**src/rtl/memory_stage_pkg.sv**
```systemverilog
// -----------------------------------------------------------------------------
// memory_stage_pkg
//   Shared types for the memory stage: the control word and debug word that
//   travel down the pipeline, the access-size encoding, the memory-stage FSM
//   state, and a helper that classifies an access as misaligned.
// -----------------------------------------------------------------------------
package memory_stage_pkg;

  localparam int unsigned XLEN = 32;

  // Access size as carried in the control word. Encoding 2'd3 is not listed
  // and is handled as a word access wherever size is decoded.
  typedef enum logic [1:0] {
    MEM_B = 2'd0,
    MEM_H = 2'd1,
    MEM_W = 2'd2
  } rvga_mem_size_e;

  typedef enum logic [1:0] {
    IDLE = 2'd0,
    REQ  = 2'd1,
    WAIT = 2'd2
  } memory_state_e;

  // mem_size is kept as raw bits so the illegal value 3 can be represented.
  typedef struct packed {
    logic       rd_w_v;
    logic       mem_r_v;
    logic       mem_w_v;
    logic [1:0] mem_size;
    logic       mem_unsigned;
  } rvga_cword_s;

  typedef struct packed {
    logic [XLEN-1:0] pc;
    logic [XLEN-1:0] insn;
  } rvga_dword_s;

  // Halves need an even address, words (and the illegal size 3) need a
  // multiple of four; bytes are always aligned.
  function automatic logic is_misaligned(input logic [1:0] size, input logic [1:0] addr_lo);
    logic mis;
    case (size)
      MEM_B:   mis = 1'b0;
      MEM_H:   mis = addr_lo[0];
      default: mis = (addr_lo != 2'b00);
    endcase
    return mis;
  endfunction

endpackage : memory_stage_pkg

```
**src/rtl/memory_stage_if.sv**
```systemverilog
// -----------------------------------------------------------------------------
// memory_stage_if
//   Request/response bus between the memory stage and the data memory.
//   master (memory stage): dmem_req_v, dmem_w_v, dmem_addr, dmem_wdata,
//                          dmem_wmask out; dmem_req_ready, dmem_resp_v,
//                          dmem_rdata in.
//   slave  (data memory):  the reverse.
//   One response (dmem_resp_v) is returned per accepted request, for loads
//   and stores alike.
// -----------------------------------------------------------------------------
interface memory_stage_if #(
  parameter int unsigned ADDR_W = 32,
  parameter int unsigned DATA_W = 32
);

  logic                  dmem_req_v;
  logic                  dmem_req_ready;
  logic                  dmem_w_v;
  logic [ADDR_W-1:0]     dmem_addr;
  logic [DATA_W-1:0]     dmem_wdata;
  logic [DATA_W/8-1:0]   dmem_wmask;
  logic                  dmem_resp_v;
  logic [DATA_W-1:0]     dmem_rdata;

  modport master (
    output dmem_req_v, dmem_w_v, dmem_addr, dmem_wdata, dmem_wmask,
    input  dmem_req_ready, dmem_resp_v, dmem_rdata
  );

  modport slave (
    input  dmem_req_v, dmem_w_v, dmem_addr, dmem_wdata, dmem_wmask,
    output dmem_req_ready, dmem_resp_v, dmem_rdata
  );

endinterface : memory_stage_if

```
**src/rtl/memory_stage_mem_lane_align.sv**
```systemverilog
// -----------------------------------------------------------------------------
// mem_lane_align
//   Purely combinational byte-lane logic for a 32-bit data memory.
//   Stores: byte-enable mask and lane-replicated write data.
//   Loads:  byte/half extraction from the returned word, sign- or
//           zero-extended to 32 bits.
//   Ports:
//     size_i        access size (0 byte, 1 half, 2/3 word)
//     zero_ext_i    1 = zero-extend loads, 0 = sign-extend
//     addr_lo_i     byte offset within the word
//     store_data_i  rs2 value for stores
//     rdata_i       word returned by memory
//     wmask_o       byte enables
//     wdata_o       lane-replicated store data
//     load_data_o   extracted and extended load value
// -----------------------------------------------------------------------------
module mem_lane_align
  import memory_stage_pkg::*;
#(
  parameter int unsigned DATA_W = 32
) (
  input  logic [1:0]          size_i,
  input  logic                zero_ext_i,
  input  logic [1:0]          addr_lo_i,
  input  logic [DATA_W-1:0]   store_data_i,
  input  logic [DATA_W-1:0]   rdata_i,
  output logic [DATA_W/8-1:0] wmask_o,
  output logic [DATA_W-1:0]   wdata_o,
  output logic [DATA_W-1:0]   load_data_o
);

  logic [7:0]  load_byte;
  logic [15:0] load_half;

  // Replicating the data into every lane lets memory just apply the mask,
  // with no shifter on the write path.
  // NOTE: every signal assigned in an always_comb gets a default first, so no
  // path through the case leaves it unassigned and no latch is inferred.
  always_comb begin
    wmask_o = 4'b1111;
    wdata_o = store_data_i;
    case (size_i)
      MEM_B: begin
        wmask_o = 4'b0001 << addr_lo_i;
        wdata_o = {4{store_data_i[7:0]}};
      end
      MEM_H: begin
        wmask_o = 4'b0011 << addr_lo_i;
        wdata_o = {2{store_data_i[15:0]}};
      end
      default: ;
    endcase
  end

  // Halves are only ever extracted from an aligned offset, so addr_lo[1]
  // alone selects the lane pair.
  assign load_byte = rdata_i[{addr_lo_i, 3'b000} +: 8];
  assign load_half = rdata_i[{addr_lo_i[1], 4'b0000} +: 16];

  always_comb begin
    load_data_o = rdata_i;
    case (size_i)
      MEM_B:   load_data_o = {{24{load_byte[7]  & ~zero_ext_i}}, load_byte};
      MEM_H:   load_data_o = {{16{load_half[15] & ~zero_ext_i}}, load_half};
      default: ;
    endcase
  end

endmodule : mem_lane_align

```
**src/rtl/memory_stage.sv**
```systemverilog
// -----------------------------------------------------------------------------
// memory_stage
//   Fourth pipeline stage. Non-memory instructions are registered straight
//   through to writeback. Loads and stores are captured into hold registers
//   and run a request/response handshake on the dmem bus while the upstream
//   stages are stalled; the load result (or 0 for stores) is then registered
//   out with the held rd/control/debug words. Misaligned accesses issue no
//   request: they flow through with rd_w_v cleared, result 0, and a
//   one-cycle memory_misaligned pulse.
//   Ports:
//     clk_i, rst_i          clock, synchronous active-high reset
//     execute_rd            destination register from execute
//     execute_result        ALU result / effective address
//     execute_store_data    rs2 value for stores
//     cword_i, dword_i      control and debug words from execute
//     memory_stall          upstream holds its outputs while high
//     memory_misaligned     one-cycle pulse on a misaligned access
//     dmem                  data-memory bus (master side)
//     memory_rd, memory_result, cword_o, dword_o   registered to writeback
// -----------------------------------------------------------------------------
module memory_stage
  import memory_stage_pkg::*;
#(
  parameter int unsigned ADDR_W = 32,
  // Only 32 is supported: the lane logic assumes four byte lanes.
  parameter int unsigned DATA_W = 32
) (
  input  logic                clk_i,
  input  logic                rst_i,
  input  logic [4:0]          execute_rd,
  input  logic [DATA_W-1:0]   execute_result,
  input  logic [DATA_W-1:0]   execute_store_data,
  input  rvga_cword_s         cword_i,
  input  rvga_dword_s         dword_i,
  output logic                memory_stall,
  output logic                memory_misaligned,
  memory_stage_if.master      dmem,
  output logic [4:0]          memory_rd,
  output logic [DATA_W-1:0]   memory_result,
  output rvga_cword_s         cword_o,
  output rvga_dword_s         dword_o
);

  memory_state_e       state_q;

  // Hold registers for the instruction owning the memory transaction.
  logic [ADDR_W-1:0]   addr_q;
  logic [DATA_W-1:0]   sdata_q;
  logic [4:0]          rd_q;
  rvga_cword_s         cword_q;
  rvga_dword_s         dword_q;

  // Registered outputs.
  logic [4:0]          memory_rd_q;
  logic [DATA_W-1:0]   memory_result_q;
  rvga_cword_s         cword_o_q;
  rvga_dword_s         dword_o_q;
  logic                misaligned_q;

  logic                mem_op;
  logic                misaligned;
  rvga_cword_s         cword_killed;
  logic [DATA_W-1:0]   load_data;

  assign mem_op     = cword_i.mem_r_v | cword_i.mem_w_v;
  assign misaligned = is_misaligned(cword_i.mem_size, execute_result[1:0]);

  // A misaligned access still reaches writeback but must not write rd.
  always_comb begin
    cword_killed        = cword_i;
    cword_killed.rd_w_v = 1'b0;
  end

  // Stall is combinational from the incoming control word so the upstream
  // stage holds in the very cycle a memory op is accepted, and releases in
  // the response cycle so the next instruction lands right behind it.
  assign memory_stall = ((state_q == IDLE) & mem_op & ~misaligned) |
                        (state_q == REQ) |
                        ((state_q == WAIT) & ~dmem.dmem_resp_v);

  // One lane aligner serves both directions: in REQ it builds the store
  // mask/data, in WAIT it extracts the load, always from the held access.
  mem_lane_align #(
    .DATA_W (DATA_W)
  ) u_lane_align (
    .size_i       (cword_q.mem_size),
    .zero_ext_i   (cword_q.mem_unsigned),
    .addr_lo_i    (addr_q[1:0]),
    .store_data_i (sdata_q),
    .rdata_i      (dmem.dmem_rdata),
    .wmask_o      (dmem.dmem_wmask),
    .wdata_o      (dmem.dmem_wdata),
    .load_data_o  (load_data)
  );

  assign dmem.dmem_req_v = (state_q == REQ);
  assign dmem.dmem_w_v   = cword_q.mem_w_v;
  assign dmem.dmem_addr  = {addr_q[ADDR_W-1:2], 2'b00};

  // NOTE: state and all pipeline registers are written with non-blocking
  // assignments so every register samples pre-edge values, independent of
  // statement order.
  always_ff @(posedge clk_i) begin
    if (rst_i) begin
      state_q         <= IDLE;
      addr_q          <= '0;
      sdata_q         <= '0;
      rd_q            <= '0;
      cword_q         <= '0;
      dword_q         <= '0;
      memory_rd_q     <= '0;
      memory_result_q <= '0;
      cword_o_q       <= '0;
      dword_o_q       <= '0;
      misaligned_q    <= 1'b0;
    end else begin
      misaligned_q <= 1'b0;
      case (state_q)
        IDLE: begin
          if (!mem_op) begin
            memory_result_q <= execute_result;
            memory_rd_q     <= execute_rd;
            cword_o_q       <= cword_i;
            dword_o_q       <= dword_i;
          end else if (misaligned) begin
            misaligned_q    <= 1'b1;
            memory_result_q <= '0;
            memory_rd_q     <= execute_rd;
            cword_o_q       <= cword_killed;
            dword_o_q       <= dword_i;
          end else begin
            addr_q    <= execute_result[ADDR_W-1:0];
            sdata_q   <= execute_store_data;
            rd_q      <= execute_rd;
            cword_q   <= cword_i;
            dword_q   <= dword_i;
            // Writeback sees a bubble until the response comes back.
            cword_o_q <= '0;
            state_q   <= REQ;
          end
        end

        REQ: begin
          if (dmem.dmem_req_ready) state_q <= WAIT;
        end

        WAIT: begin
          // The upstream still presents the stalled instruction this cycle;
          // it is not re-accepted because the FSM only accepts from IDLE.
          if (dmem.dmem_resp_v) begin
            memory_result_q <= cword_q.mem_w_v ? '0 : load_data;
            memory_rd_q     <= rd_q;
            cword_o_q       <= cword_q;
            dword_o_q       <= dword_q;
            state_q         <= IDLE;
          end
        end

        default: state_q <= IDLE;
      endcase
    end
  end

  assign memory_rd         = memory_rd_q;
  assign memory_result     = memory_result_q;
  assign cword_o           = cword_o_q;
  assign dword_o           = dword_o_q;
  assign memory_misaligned = misaligned_q;

endmodule : memory_stage

```
**src/flat_wrapper.sv**
```systemverilog
// flat-port wrapper written by rule: the top's interface ports become plain ports
module memory_stage_flat import memory_stage_pkg::*;
#(
  parameter int unsigned ADDR_W = 32,
                                                                  
  parameter int unsigned DATA_W = 32
)
  (clk_i, rst_i, execute_rd, execute_result, execute_store_data, cword_i, dword_i, memory_stall, memory_misaligned, memory_rd, memory_result, cword_o, dword_o, dmem_dmem_req_v, dmem_dmem_w_v, dmem_dmem_addr, dmem_dmem_wdata, dmem_dmem_wmask, dmem_dmem_req_ready, dmem_dmem_resp_v, dmem_dmem_rdata);
  memory_stage_if #(.ADDR_W(ADDR_W), .DATA_W(DATA_W)) dmem_i ();
  input  logic clk_i;
  input  logic rst_i;
  input  logic [4:0] execute_rd;
  input  logic [DATA_W-1:0] execute_result;
  input  logic [DATA_W-1:0] execute_store_data;
  input  rvga_cword_s cword_i;
  input  rvga_dword_s dword_i;
  output logic memory_stall;
  output logic memory_misaligned;
  output logic [4:0] memory_rd;
  output logic [DATA_W-1:0] memory_result;
  output rvga_cword_s cword_o;
  output rvga_dword_s dword_o;
  output wire logic [$bits(dmem_i.dmem_req_v)-1:0] dmem_dmem_req_v;
  output wire logic [$bits(dmem_i.dmem_w_v)-1:0] dmem_dmem_w_v;
  output wire logic [$bits(dmem_i.dmem_addr)-1:0] dmem_dmem_addr;
  output wire logic [$bits(dmem_i.dmem_wdata)-1:0] dmem_dmem_wdata;
  output wire logic [$bits(dmem_i.dmem_wmask)-1:0] dmem_dmem_wmask;
  input wire logic [$bits(dmem_i.dmem_req_ready)-1:0] dmem_dmem_req_ready;
  input wire logic [$bits(dmem_i.dmem_resp_v)-1:0] dmem_dmem_resp_v;
  input wire logic [$bits(dmem_i.dmem_rdata)-1:0] dmem_dmem_rdata;
  assign dmem_dmem_req_v = dmem_i.dmem_req_v;
  assign dmem_dmem_w_v = dmem_i.dmem_w_v;
  assign dmem_dmem_addr = dmem_i.dmem_addr;
  assign dmem_dmem_wdata = dmem_i.dmem_wdata;
  assign dmem_dmem_wmask = dmem_i.dmem_wmask;
  assign dmem_i.dmem_req_ready = dmem_dmem_req_ready;
  assign dmem_i.dmem_resp_v = dmem_dmem_resp_v;
  assign dmem_i.dmem_rdata = dmem_dmem_rdata;
  memory_stage #(.ADDR_W(ADDR_W), .DATA_W(DATA_W)) u_core (.clk_i(clk_i), .rst_i(rst_i), .execute_rd(execute_rd), .execute_result(execute_result), .execute_store_data(execute_store_data), .cword_i(cword_i), .dword_i(dword_i), .memory_stall(memory_stall), .memory_misaligned(memory_misaligned), .dmem(dmem_i), .memory_rd(memory_rd), .memory_result(memory_result), .cword_o(cword_o), .dword_o(dword_o));
endmodule
```
**config.mk**
```make
export PLATFORM = sky130hd
export DESIGN_NAME = memory_stage_flat
export DESIGN_NICKNAME = d
export VERILOG_FILES = /design/src/rtl/memory_stage_pkg.sv /design/src/rtl/memory_stage_if.sv /design/src/rtl/memory_stage_mem_lane_align.sv /design/src/rtl/memory_stage.sv /design/src/flat_wrapper.sv
export SDC_FILE = /design/constraint.sdc
export NUM_CORES = 1
export LEC_CHECK = 0
export ABC_AREA = 1
export CORE_UTILIZATION = 44
export CTS_BUF_LIST = sky130_fd_sc_hd__clkbuf_2
export CTS_CLUSTER_DIAMETER = 200
export CTS_CLUSTER_SIZE = 10
export DETAILED_ROUTE_END_ITERATION = 10
export HOLD_SLACK_MARGIN = 0.12
export MAX_ROUTING_LAYER = met4
export PLACE_DENSITY = 0.79
export SYNTH_ARGS = -nofsm -noshare
export SYNTH_HDL_FRONTEND = slang
export SYNTH_SLANG_ARGS = --single-unit
```
**constraint.sdc**
```tcl
create_clock -name clk_i -period 1.8 [get_ports clk_i]
set_input_delay 0.45 -clock clk_i [delete_from_list [all_inputs] [get_ports clk_i]]
set_output_delay 0.45 -clock clk_i [all_outputs]
set_load 0.05 [all_outputs]
```
==> summary.txt <==
Max VDD drop: 0.770 mV
Synth Area in Adders: 0%
Synth async-reset ratio: 0%
crit path time final: 2.55 ns
Die ar.: 0.0270 mm^2
CP endpoint kind: output pin
routed wire length: 44.3 mm
Yosys top cell by area: dfxtp_1
Die H: 164 um
core area: 0.0260 mm^2
status: complete, but fails checks
largest net degree at the start of global routing: 100
max-cap violations: 0
GP Congestion: 0.937
cells after synthesis: 1735
number of antenna violations at the first check in global routing: 5
setup violators final: 177
WL per Instance: 17.7 um
Num CTS Buffers: 28
Compound-Gate Fraction of Synth Area: 19.2%
Worst Hold Class: in -> reg
Slew Limit Fails: 0
post-synth design cell area: 0.0116 mm^2
Startpoint Class: flip-flop
post-route cell area: 0.0184 mm^2
dpl hpwl: 26.0 mm
sequential-to-total area share from yosys stat: 42.9%
count leader, synth: nand2_1
most frequent cells after synthesis: 340 x nand2_1, 322 x nor2_1, 288 x o21ai_0
Post-synth EDFFs: 0
# placed instances: 2328
CTS tree: yes
1st-iter DRT viols: 1208
count of input and output buffers: 351
Initial Util: 44.7%
Setup CP Type: reg -> out
Layout Nets: 2328
Syn Area/Cell: 6.69 um^2
Rel. slew slack: 59.1%
Setup WS post-layout: -0.745 ns
vias: 13100
Simple-Gate Fraction of Synth Area: 24.8%
Hold Crit Start: execute_store_data[14]
Clock transition at path regs: 0.23 ns
required time of the critical path: 1.35 ns
area share of the largest cell type after synthesis: 42.9%
skew final: 0.105 ns
placed cell area: 0.0152 mm^2
Main synth FF type: dfxtp_1
root buffer cell: clkbuf_2
I/O pins: 354
vias in the first global route: 12400
warnings from Yosys: 0
synthesized-area fraction occupied by xor and xnor cells: 0%
Crit Path Max Fanout: 6
r2r startpoint: u_core.state_q[0]
area growth from synthesis to layout: 58.4%
worst-skew pair later-pin latency: 0.96 ns
Hold Vio Cnt, Final: 0
first-pass GRT wire length: 63.3 mm
Leak: 8.11 nW
drt drc: 0
failing checks: setup timing
largest family of logic cells by synthesized area: simple AND/OR/NAND/NOR gates
vias per cell: 5.26
Worst Setup SP: u_core.cword_q[2]
Synth cell types: 29
# rows: 59
Global Route Usage Sum: 30.4%
drt pass-1 iters: 6
Fillers: 1883
CTS H-Tree Depth: 1
RSZ-0062 raised after global routing: true
floorplan die width: 164 um
mux cell area share after synthesis: 0%
Slew @ Worst Pin: 0.613 ns
Max Root-Sink Buffers: 3
CP arrival: 2.10 ns
Antenna Nets Post-Route: 0
CTS sink count: 249
fmax: 0.393 GHz
post-synthesis register bit count: 249
Cell Pwr Density: 935 mW/mm^2
share of cells above drive strength 1: 24.4%
Final Hold Slack: 0.164 ns
Congestion Overflow GR: 0
top post-synthesis cells by area: dfxtp_1 43%, o21ai_0 12%, nand2_1 11%, nor2_1 10%, a21oi_1 5.6%
Final period util: 141%
final std cells w/o fill: 2494
Setup TNS: -36.20 ns
flip-flops by register name (all words and copies together) (netlist names):
signal,flops
u_core.cword_o,6
u_core.rd_q,5
u_core.memory_result,32
u_core.state_q,2
u_core.dword_o,64
u_core.dword_q,64
u_core.memory_misaligned,1
u_core.dmem.dmem_w_v,1
u_core.cword_q,5
u_core.addr_q,32
u_core.memory_rd,5
u_core.sdata_q,32
power breakdown:
| part | leakage [nW] | switching [mW] | total [mW] | internal (mW) |
|---|---|---|---|---|
| clock | 0.125 | 1.94 | 2.38 | 0.437 |
| sequential | 2.12 | 0.561 | 6.88 | 6.32 |
| combinational | 5.87 | 4.67 | 7.93 | 3.26 |
worst max-delay path, stage by stage, from the launching register on:
cell,delay (ns)
dfxtp_4,0.41
inv_8,0.09
nand2_8,0.08
clkinv_8,0.11
nand2_4,0.07
o211ai_1,0.11
buf_4,0.25
layer usage:
metal / vias up / share of wire (%) / GRT usage (%)
li1: 6260 / - / -
met1: 6053 / 39 / 35.5
met2: 664 / 49 / 51.4
met3: 151 / 7.9 / 5.63
met4: 0 / 4.8 / 11.9
met5: - / 0 / -
layout by cell type (no fill, tap or decap), drive strengths merged:
master	netlist	routed
nand4	1	1
conb	1	2
buf	101	271
a21oi	131	131
clkinv	1	2
nor3	1	1
nor4	1	1
nor2	335	335
dfxtp	249	249
a22oi	2	2
o21ai	299	299
nand3	38	38
inv	159	160
clkdlybuf4s50	0	174
or2	3	3
nand2	346	347
o211ai	8	8
dlygate4sd3	0	90
clkbuf	58	38
diode	0	6
o21a	1	1
cell families after synthesis:
group	Yosys count
and+or+nand+nor	725
AOI/OAI and AO/OA	441
buffers and inverters	319
DFF	249
other	1
final cells by class:
type                       count  area [um^2]  share of cell area [%]
clock inverter                 1         8.76                  0.0476
tap                          335          419                    2.28
sequential                   249         5220                    28.4
clock buffer                  29          145                   0.790
timing repair inverter         1         11.3                  0.0613
antenna                        6         15.0                  0.0817
multi-input combinational   1169         5420                    29.5
timing repair buffer         544         6480                    35.3
inverter                     160          664                    3.61
metrics by stage:
stage / utilization (%) / total power [mW] / worst slack (ns)
after floorplan: - / 11.0 / -0.000662
after global placement: 58.3 / 13.0 / -0.401
after detailed placement: 58.3 / 13.1 / -0.500
after CTS: 68.4 / 16.6 / -0.790
after global routing: 70.7 / 17.9 / -0.857
final: 70.7 / 17.2 / -0.745
final timing paths:
kind	endpoint	cells after the start	slack [ns]
setup / recovery	dmem_dmem_wdata[24]	6	-0.75
hold / removal	u_core.sdata_q[14]	3	0.16
setup reg to reg	u_core.dword_q[51]	7	0.03
hold reg to reg	u_core.rd_q[1]	2	0.46
timing repair:
action,in CTS,in global routing
gates cloned,2,10
gates resized for setup,470,98
setup buffers,22,8
endpoints found under the hold margin,90,1
pin swaps,11,12
hold buffers,89,1
endpoints found under the setup margin,184,288
Note: power is estimated with default switching activity, not from simulation.
